`src/rtl/wb_stage_param.sv`:
```
// Write-back stage: NSRC-way result mux with register-write qualification,
// plus an OUT_DEPTH-entry output-port FIFO with a valid/ready drain side.
module wb_stage_param #(
    parameter int WIDTH     = 16,
    parameter int NSRC      = 4,
    parameter int SEL_W     = 3,
    parameter int AW        = 3,
    parameter int OUT_DEPTH = 4
) (
    input  logic                         clk,
    input  logic                         rst,
    input  logic                         wb_valid,
    input  logic [SEL_W-1:0]             sel,
    input  logic [NSRC*WIDTH-1:0]        src_data,
    input  logic                         reg_we_in,
    input  logic [AW-1:0]                reg_addr_in,
    input  logic                         outport_en,
    input  logic [WIDTH-1:0]             outport_data,
    input  logic                         out_ready,
    output logic [WIDTH-1:0]             wb_data,
    output logic                         wb_we,
    output logic [AW-1:0]                wb_addr,
    output logic                         stall,
    output logic                         out_valid,
    output logic [WIDTH-1:0]             out_data,
    output logic [$clog2(OUT_DEPTH):0]   out_level,
    output logic [WIDTH-1:0]             outport_last,
    output logic                         sel_err
);

    localparam int PW = $clog2(OUT_DEPTH);
    localparam int LW = PW + 1;
    localparam logic [SEL_W:0] NSRC_L = (SEL_W + 1)'(NSRC);
    localparam logic [LW-1:0]  FULL_L = LW'(OUT_DEPTH);

    logic [WIDTH-1:0] mem [OUT_DEPTH];
    logic [PW-1:0]    wp;
    logic [PW-1:0]    rp;
    logic [LW-1:0]    count;
    logic [WIDTH-1:0] last_val;
    logic             sel_err_q;
    logic             sel_ok;
    logic             full;
    logic             push;
    logic             pop;

    assign sel_ok = ({1'b0, sel} < NSRC_L);

    // Unmatched (out-of-range) selects fall through to the zero default.
    always_comb begin
        wb_data = '0;
        for (int k = 0; k < NSRC; k++) begin
            if (sel == SEL_W'(k)) begin
                wb_data = src_data[k*WIDTH +: WIDTH];
            end
        end
    end

    // Full is judged on the registered count only: no same-cycle bypass.
    assign full      = (count == FULL_L);
    assign stall     = wb_valid & outport_en & full;
    assign push      = wb_valid & outport_en & ~full;
    assign out_valid = (count != '0);
    assign pop       = out_valid & out_ready;

    assign wb_we        = wb_valid & reg_we_in & sel_ok & ~stall;
    assign wb_addr      = reg_addr_in;
    assign out_data     = mem[rp];
    assign out_level    = count;
    assign outport_last = last_val;
    assign sel_err      = sel_err_q;

    always_ff @(posedge clk or negedge rst) begin
        if (!rst) begin
            wp        <= '0;
            rp        <= '0;
            count     <= '0;
            last_val  <= '0;
            sel_err_q <= 1'b0;
        end else begin
            if (push) begin
                wp       <= wp + PW'(1);
                last_val <= outport_data;
            end
            if (pop) begin
                rp <= rp + PW'(1);
            end
            case ({push, pop})
                2'b10:   count <= count + LW'(1);
                2'b01:   count <= count - LW'(1);
                default: count <= count;
            endcase
            if (wb_valid & reg_we_in & ~sel_ok) begin
                sel_err_q <= 1'b1;
            end
        end
    end

    // Storage is deliberately left out of reset; pointers alone define validity.
    always_ff @(posedge clk) begin
        if (push) begin
            mem[wp] <= outport_data;
        end
    end

endmodule

```
`config.mk`:
```
export PLATFORM = sky130hd
export DESIGN_NAME = wb_stage_param
export DESIGN_NICKNAME = d
export VERILOG_FILES = /design/src/rtl/wb_stage_param.sv
export SDC_FILE = /design/constraint.sdc
export NUM_CORES = 1
export LEC_CHECK = 0
export ABC_CLOCK_PERIOD_IN_PS = 3800
export BUFFER_PORTS_ARGS = -buffer_cell sky130_fd_sc_hd__buf_2
export CAP_MARGIN = 20
export CORE_UTILIZATION = 47
export DETAILED_ROUTE_END_ITERATION = 10
export GPL_ROUTABILITY_DRIVEN = 0
export PLACE_DENSITY = 0.77
export SETUP_SLACK_MARGIN = 0.15
export SYNTH_ARGS = -nofsm -noshare
export SYNTH_HDL_FRONTEND = slang
export SYNTH_SLANG_ARGS = --single-unit
export TNS_END_PERCENT = 5
```
`constraint.sdc`:
```
create_clock -name clk -period 3.8 [get_ports clk]
set_input_delay 0.57 -clock clk [delete_from_list [all_inputs] [get_ports clk]]
set_output_delay 0.57 -clock clk [all_outputs]
set_load 0.005 [all_outputs]
```
==> run metrics <==
CP arrival=between 2 and 2.5 ns; commonest non-fill, non-tap cell in the layout=buf_2; drt first pass iters=4; multi-input logic area=1260 um^2; Setup Viol. Count Final=0; full die area=approximately 8700 um^2; Skew-Pair Late Insertion Delay=0.34 ns; critical setup path kind=reg2out; final WL=just over 8 mm; CTS tree=yes; Synth Area in Adders=0.0211; DRC Markers=0; Vias=~2.4k; startpoint types=flip-flop; most frequent cells in the layout=143 x buf_2, 64 x edfxtp_1, 32 x mux4_2; post-synthesis area per instance=19.6 um^2; placed insts=about 430; Yosys Warn Count=0; Max Cap Viol=0; PortBufs=143; layout cells sized above 1=0.573; # nets final=440; Rows=32; Post-CTS Hold Buffers=0; grt met3 use=0.0325; postcts setup bufs=0; io pins=150; Total GRT Usage=0.196; Tmin final=2.75 ns; Fill cells=between 500 and 600; clk_skew=0.0115 ns; post-synthesis sequential area ratio=0.644; fin cells=449; Syn-to-layout area delta=24.8%; simple-gate share of the synthesized area=0.0428; Die W=between 90 and 100 um; fin. max-slew vios=0; global-route wire length before repair=12.3 mm; Max-slew headroom=0.419; worst-case vdd ir drop=roughly 200 uV; Worst-Margin Slew=between 0.8 and 0.9 ns; mux cell area share after synthesis=0.235; Setup TNS=0 ns; Final ANT Viol Nets=0; n_diodes=0; initial antenna violation count=0; Leakage=1.99 nW; area taken by flip-flops and latches=between 2000 and 3000 um^2; final hold vios=0; total gr overflow=0; RSZ-0062 raised after global routing=no; total CTS buffers=9; grt met2 use=0.372; clock slew at reported path FFs=roughly 0.09 ns; Sink Count=88; CP Capture Type=primary output; Vias/cell=~5.2; Mapped Nets=~300; Gate Count Post-Synth=200; Worst EP required=~3.2 ns; largest family of logic cells by synthesized area=multiplexers; PwrDens=roughly 600 nW/um^2; gr busiest metal=met2; CP max FO=13; Initial Util=0.497; crit path max-delay cell type=dfrtp_1; cts repair resizes=0; cell breakdown of the critical path=buf_4 > mux4_2 > buf_2; GR Layer Usage met1=0.213; detailed placement HPWL=6.11 mm; Max Root-Sink Buffers=2; number of global-route vias before repair=about 2.4k; Synth Area in Compound Gates=0.00990; height of the chip=just over 90 um; maximum clock rate=~360 MHz; clk root buf=clkbuf_8; Mapped Area=3920 um^2; Yosys cell types=27; H-tree levels=3; outcome=finished, final reports clean; Synth Area in XOR/XNOR=0.0134; min-delay worst type=in2async; max incr delay on CP=just under 0.9 ns; 1st-iter DRT viols=56; Core Region=a little under 8000 um^2; pin count of the biggest net entering global routing=25; final period utilization=0.724; WL per Instance=~18 um; flops & latches, synth=about 90
state kept, by name, summed over array words and instances (netlist names):
name          cells
rp                2
wp                2
out_level         3
sel_err           1
outport_last     16
mem              64
cell usage after synthesis:
cell      number  area, um^2
a31o_2         1        8.76
a31oi_4        1        21.3
and2_1         4        25.0
buf_12         1        20.0
buf_2          4        20.0
buf_4          7        52.6
buf_6          1        11.3
clkbuf_1       1        3.75
dfrtp_1       24         601
edfxtp_1      64        1920
fa_1           1        20.0
ha_1           5        62.6
inv_1          3        11.3
inv_2          3        11.3
mux2_1        17         191
mux2i_1        1        10.0
mux4_2        32         721
nand2_1        3        11.3
nor2_1         1        3.75
nor2b_1       15        93.8
nor2b_4        1        13.8
nor3_1         1        5.00
nor4b_1        1        8.76
o31a_1         1        8.76
or3_1          1        6.26
xnor2_1        3        26.3
xor2_1         3        26.3
area by class of cell:
cell class	count	share of cell area
timing repair buffer	145	0.150
clock inverter	7	0.0197
clock buffer	9	0.0253
multi-input combinational	92	0.259
sequential	88	0.516
tap	102	0.0261
inverter	6	0.00461
through the flow:
step	total power, mW	utilization	area (um^2)	setup WS (ns)	hold slack (ns)
after floorplan	1.86	-	3920	1.77	0.274
after global placement	2.18	0.592	4670	1.27	0.462
after detailed placement	2.21	0.592	4670	1.20	0.471
after CTS	2.89	0.620	4890	0.955	0.232
after global routing	3.01	0.620	4890	0.888	0.263
final	2.85	0.620	4890	1.05	0.223
where the power goes:
group	internal [mW]	leakage [nW]	switching, mW
Combinational	0.465	1.03	0.327
Sequential	1.21	0.858	0.164
Clock	0.370	0.101	0.315
Total	2.04	1.99	0.806
path summary, 6_finish.rpt:
check                                             startpoint                           end  slack, ns  depth (start not counted)
min in group clk                             outport_data[8]           mem[2][8]$_DFFE_PP_       0.46                          1
worst max-delay path                       rp[0]$_DFFE_PN0P_                   out_data[2]       1.05                          3
worst min register to register  outport_last[11]$_DFFE_PN0P_  outport_last[11]$_DFFE_PN0P_       0.48                          1
worst min-delay path                                     rst   outport_last[3]$_DFFE_PN0P_       0.22                          1
max in group asynchronous                                rst   outport_last[9]$_DFFE_PN0P_       3.17                          1
worst max register to register      out_level[1]$_DFFE_PN0P_      out_level[2]$_DFFE_PN0P_       1.44                         10
worst max-delay path: cells and delay by family (launching register included):
family / cells / cell delay (ns)
buf+inv: 2 / 0.45
flops: 1 / 0.88
mux: 1 / 0.51
kinds of logic (layout without fill, tap and decap cells):
| kind of cell | Yosys count | after routing |
|---|---|---|
| AND/OR/NAND/NOR | 27 | 27 |
| adder cells (fa/ha/maj) | 6 | 6 |
| XOR/XNOR | 6 | 6 |
| buffers and inverters | 20 | 167 |
| flip-flops | 88 | 88 |
| AO/OA/AOI/OAI | 3 | 3 |
| multiplexers | 50 | 50 |
routing by layer:
metal  vias to the layer above  wire length (um)
met5                         -                 0
met4                         0               127
met3                         9               460
met2                       100              4500
met1                      1184              2980
li1                       1063                 -
Power figures use the tool's default switching activity.
